**src/rtl/ram2_ctrl.sv**
```systemverilog
// ram2_ctrl: arbitrates the single RAM2 port between IF fetches and MEM loads/stores.
// Optional macro RAM2_WBUF_EN adds a one-entry posted write buffer.
module ram2_ctrl #(
   parameter int ADDR_W = 16,
   parameter int DATA_W = 16,
   parameter int RAM_AW = 14
) (
   input  logic              i_clk,
   input  logic              i_rst,
   input  logic              i_if_req,
   input  logic [ADDR_W-1:0] i_if_pc,
   output logic [DATA_W-1:0] o_if_inst,
   output logic              o_if_valid,
   input  logic              i_mem_req,
   input  logic              i_mem_wr,
   input  logic [ADDR_W-1:0] i_mem_addr,
   input  logic [DATA_W-1:0] i_mem_wdata,
   output logic [DATA_W-1:0] o_mem_rdata,
   output logic              o_mem_done,
   output logic              o_stall_req,
   output logic [ADDR_W-1:0] o_ram_pc,
   input  logic [DATA_W-1:0] i_ram_inst,
   output logic [ADDR_W-1:0] o_ram_addr,
   output logic [DATA_W-1:0] o_ram_wdata,
   input  logic [DATA_W-1:0] i_ram_rdata,
   output logic              o_ram_ce,
   output logic              o_ram_re,
   output logic              o_ram_we,
   output logic [2:0]        o_dbg_state
);

   // Handshake: the MEM stage raises i_mem_req with wr/addr/wdata and holds them
   // stable until o_mem_done is high for one cycle; it then drops or changes the request.
   typedef enum logic [2:0] {
      S_FETCH = 3'd0,
      S_DRD   = 3'd1,
      S_DWR1  = 3'd2,
      S_DWR2  = 3'd3,
      S_DONE  = 3'd4
   } state_t;

   state_t              r_state;
   state_t              w_next;
   logic [DATA_W-1:0]   r_if_inst;
   logic                r_if_valid;
   logic [DATA_W-1:0]   r_mem_rdata;
   logic                w_fetch;
   logic [RAM_AW-1:0]   w_addr_lo;
   logic [DATA_W-1:0]   w_wdata;
   logic                w_unused_addr_hi;

   assign w_unused_addr_hi = ^i_mem_addr[ADDR_W-1:RAM_AW];

`ifdef RAM2_WBUF_EN
   logic                r_wb_valid;
   logic [RAM_AW-1:0]   r_wb_addr;
   logic [DATA_W-1:0]   r_wb_data;
   logic                w_wb_accept;
   logic                w_wb_clear;
   logic                w_wb_hit;

   assign w_wb_hit = (i_if_pc[RAM_AW-1:0] == r_wb_addr);
`endif

   always_comb begin
      w_next      = r_state;
      o_ram_ce    = 1'b0;
      o_ram_re    = 1'b0;
      o_ram_we    = 1'b0;
      o_mem_done  = 1'b0;
      o_stall_req = 1'b0;
      w_fetch     = 1'b0;
`ifdef RAM2_WBUF_EN
      w_wb_accept = 1'b0;
      w_wb_clear  = 1'b0;
`endif
      case (r_state)
         S_FETCH: begin
`ifdef RAM2_WBUF_EN
            // Drain takes priority whenever someone would otherwise see stale RAM2 contents.
            if (r_wb_valid && (!i_if_req || i_mem_req || w_wb_hit)) begin
               w_next      = S_DWR1;
               o_stall_req = i_mem_req | i_if_req;
            end else if (i_mem_req && i_mem_wr) begin
               w_wb_accept = 1'b1;
               o_mem_done  = 1'b1;
               w_fetch     = i_if_req;
            end else if (i_mem_req) begin
               w_next      = S_DRD;
               o_stall_req = 1'b1;
            end else begin
               w_fetch     = i_if_req;
            end
`else
            if (i_mem_req) begin
               w_next      = i_mem_wr ? S_DWR1 : S_DRD;
               o_stall_req = 1'b1;
            end else begin
               w_fetch     = i_if_req;
            end
`endif
         end
         S_DRD: begin
            o_ram_ce    = 1'b1;
            o_ram_re    = 1'b1;
            o_stall_req = 1'b1;
            w_next      = S_DONE;
         end
         S_DWR1: begin
            o_ram_ce    = 1'b1;
            o_stall_req = 1'b1;
            w_next      = S_DWR2;
         end
         S_DWR2: begin
            o_ram_ce    = 1'b1;
            o_ram_we    = 1'b1;
            o_stall_req = 1'b1;
`ifdef RAM2_WBUF_EN
            w_wb_clear  = 1'b1;
            w_next      = S_FETCH;
`else
            w_next      = S_DONE;
`endif
         end
         S_DONE: begin
            o_mem_done = 1'b1;
            w_fetch    = i_if_req;
            w_next     = S_FETCH;
         end
         default: w_next = S_FETCH;
      endcase
   end

   always_ff @(posedge i_clk) begin
      if (i_rst) begin
         r_state     <= S_FETCH;
         r_if_inst   <= '0;
         r_if_valid  <= 1'b0;
         r_mem_rdata <= '0;
      end else begin
         r_state    <= w_next;
         r_if_valid <= w_fetch;
         if (w_fetch) r_if_inst <= i_ram_inst;
         if (r_state == S_DRD) r_mem_rdata <= i_ram_rdata;
      end
   end

`ifdef RAM2_WBUF_EN
   always_ff @(posedge i_clk) begin
      if (i_rst) begin
         r_wb_valid <= 1'b0;
         r_wb_addr  <= '0;
         r_wb_data  <= '0;
      end else if (w_wb_accept) begin
         r_wb_valid <= 1'b1;
         r_wb_addr  <= i_mem_addr[RAM_AW-1:0];
         r_wb_data  <= i_mem_wdata;
      end else if (w_wb_clear) begin
         r_wb_valid <= 1'b0;
      end
   end

   // With the buffer present every write cycle drains the buffer, never the live request.
   assign w_addr_lo = (r_state == S_DWR1 || r_state == S_DWR2) ? r_wb_addr : i_mem_addr[RAM_AW-1:0];
   assign w_wdata   = (r_state == S_DWR1 || r_state == S_DWR2) ? r_wb_data : i_mem_wdata;
`else
   assign w_addr_lo = i_mem_addr[RAM_AW-1:0];
   assign w_wdata   = i_mem_wdata;
`endif

   assign o_ram_addr  = {{(ADDR_W-RAM_AW){1'b0}}, w_addr_lo};
   assign o_ram_wdata = w_wdata;
   assign o_ram_pc    = i_if_pc;
   assign o_if_inst   = r_if_inst;
   assign o_if_valid  = r_if_valid;
   assign o_mem_rdata = r_mem_rdata;
   assign o_dbg_state = r_state;

endmodule

```
**config.mk**
```make
export PLATFORM = sky130hd
export DESIGN_NAME = ram2_ctrl
export DESIGN_NICKNAME = d
export VERILOG_FILES = /design/src/rtl/ram2_ctrl.sv
export SDC_FILE = /design/constraint.sdc
export NUM_CORES = 1
export LEC_CHECK = 0
export BUFFER_PORTS_ARGS = -buffer_cell sky130_fd_sc_hd__buf_4
export CAP_MARGIN = 10
export CORE_UTILIZATION = 30
export CTS_CLUSTER_DIAMETER = 30
export DETAILED_ROUTE_END_ITERATION = 16
export GPL_ROUTABILITY_DRIVEN = 0
export HOLD_SLACK_MARGIN = 0.12
export PLACE_DENSITY_LB_ADDON = 0.12
export RECOVER_POWER = 50
export SYNTH_ARGS = -nofsm -noshare
export SYNTH_HDL_FRONTEND = slang
export SYNTH_SLANG_ARGS = --single-unit
```
**constraint.sdc**
```tcl
create_clock -name i_clk -period 3.3 [get_ports i_clk]
set_input_delay 0.66 -clock i_clk [delete_from_list [all_inputs] [get_ports i_clk]]
set_output_delay 0.66 -clock i_clk [all_outputs]
set_load 0.03 [all_outputs]
```
==> reports/qor.yml <==
status: "complete, but fails checks"
violations: "max-capacitance violations, max-slew violations"
hold_start: "o_mem_rdata[3]"
layout_common_cells: "76 x buf_4, 36 x dfxtp_1, 33 x nand2b_1, 32 x nand2_1, 16 x mux2i_1"
grt_use_total_pct: 11.2
skew_ps: 3.64
slew_headroom_pct: -38.9
cp.arrival_ps: 1900
chipWidth_um: 80.5
drt-initial-drc-count: 26
vdd_ir_drop_max_uv: 201
cts-root-buf: "clkbuf_8"
start_kind: "flip-flop"
cts_buffers: 5
die_h_um: 80.5
die_area_mm2: 0.00649
register_area_um2: 721
synth_area_leaders: "dfxtp_1 39%, buf_4 20%, nand2b_1 11%"
cts_resized: 0
cp_cell_sequence: "or3b_1, clkinv_4, buf_4"
grt_start_max_net_pins: 53
synth.top_cell.area_share_pct: 38.9
num-fill-cells: 646
max_freq_mhz: 391
finalWorstSetupSlack_ps: 744
grt_pass1_wl_um: 5490
fin_crit_ps: 2560
clock_path_buffers: 2
pwr_density_cell_mw_per_mm2: 462
grt_pass1_vias: 1216
drt-pass1-iter-count: 4
ys_warn_count: 0
maxCapViolations: 1
critical_path_class: "flip-flop to output pin"
syn_inst: 207
slew_violations: 53
crit_fanout: 17
wl_um: 3670
finalNetCount: 320
critPathCaptureType: "output pin"
hold_class: "flip-flop to flip-flop"
slowest_delay_ps: 590
holdBufCountCts: 0
numPortBuffers: 77
synth.distinct_cells: 23
rsz0062_at_grt: "false"
cts_tree: "built"
whs_ps: 456
num_vias: 1334
start_util_pct: 31.3
grt-ovfl-total: 0
crit_start: "o_dbg_state[2]"
mostFrequentLayoutCell: "buf_4"
hold_path_depth: 2
p_leak_nw: 0.944
yosys.area.top_type: "dfxtp_1"
hold_viol: 0
rows: 28
diodes: 0
multiInputGateArea_um2: 687
post_cts_buffers: 0
worst-r2r-setup-slack_ps: 1530
period_share_pct: 77.5
required_ps: 2640
antenna_found_initial: 0
viasPerCell: 4.29
tns_ps: 0
synth_area_mm2: 0.00185
place_ws_ps: 988
clk_pin_slew_worst_paths_ps: 70
ant_nets: 0
numClockSinks: 36
worstReg2RegStart: "o_dbg_state[2]"
syn2layout_area_growth_pct: 18.1
drive_gt1_share_pct: 39.8
io_pins: 174
setup_viol: 0
worst-r2r-cell-count: 4
drc: 0
wire_per_inst_um: 11.8
dp_hpwl_um: 2480
cp_slowest_cell: "or3b_1"
syn_avg_cell_area_um2: 8.94
worst_pin_slew_ps: 2080
postSynthRegisterBits: 36
cts_max_level: 2
yosysSeqAreaShare_pct: 38.9
coreArea_mm2: 0.00592
clkLatencyLatePin_ps: 280
Yosys cell counts:
library cell / instances
dfxtp_1: 36
and3b_1: 1
nand2b_1: 33
and3_1: 1
nor2b_1: 1
nand2_1: 32
buf_2: 1
or3b_1: 1
o21ai_0: 1
mux2i_1: 16
nor4_1: 2
nor3b_1: 1
clkbuf_1: 5
conb_1: 1
buf_6: 2
a21oi_1: 9
buf_12: 1
buf_4: 49
inv_1: 1
nor2_1: 2
clkinv_4: 1
and2_1: 1
a21oi_2: 9
where the power goes:
group	internal (mW)	switching [mW]	total (mW)
combinational	0.0931	0.121	0.214
clock	0.167	0.155	0.321
sequential	0.459	0.0145	0.473
total	0.718	0.290	1.01
flip-flops by register name, summed over array words and instances, names as in the netlist:
register,flops
o_if_valid,1
o_dbg_state,3
o_mem_rdata,16
o_if_inst,16
worst max-delay path, delay by kind of cell (launching register included):
family / cells / cell delay (ps)
flops: 1 / 480
buf+inv: 2 / 530
simple gates: 1 / 590
final timing paths:
check / end
min: o_mem_rdata[3]
max reg2reg: o_mem_rdata[12]
max: o_ram_re
min reg2reg: o_mem_rdata[3]
per-stage QoR:
| stage | power (mW) | util (%) | cells | area [um2] |
|---|---|---|---|---|
| 3_3_place_gp | 0.700 | 35.5 | 303 | 2100 |
| 2_1_floorplan | 0.722 | - | 208 | 1850 |
| 4_1_cts | 1.03 | 37.0 | 311 | 2190 |
| 5_1_grt | 1.06 | 36.9 | 311 | 2180 |
| 3_5_place_dp | 0.701 | 35.5 | 303 | 2100 |
| 6_report | 1.01 | 36.9 | 311 | 2180 |
final cells by class:
cell class              instances  share of cell area [%]
clock inverters                 2                   0.458
flip-flops and latches         36                    33.0
well taps                      75                    4.30
inverters                       2                   0.573
repair buffers                 78                    26.5
clock buffers                   6                    3.78
multi-input cells             112                    31.4
routing by layer:
metal	track usage (%)	vias to the layer above	part of all wire, %
li1	-	660	-
met1	11.7	593	43
met2	18.5	61	46
met3	4.55	20	9.4
met4	7.32	0	2.5
met5	0	-	0
cells by family (layout without fill, tap and decap cells):
family / after synthesis / in the layout / share of synthesized area (%)
and+or+nand+nor: 75 / 75 / 21.1
AOI/OAI and AO/OA: 19 / 19 / 6.96
buffers and inverters: 60 / 88 / 24.1
DFF: 36 / 36 / 38.9
muxes: 16 / 16 / 8.65
other: 1 / 2 / 0.203
No activity file was read; power rests on OpenSTA's default activity.
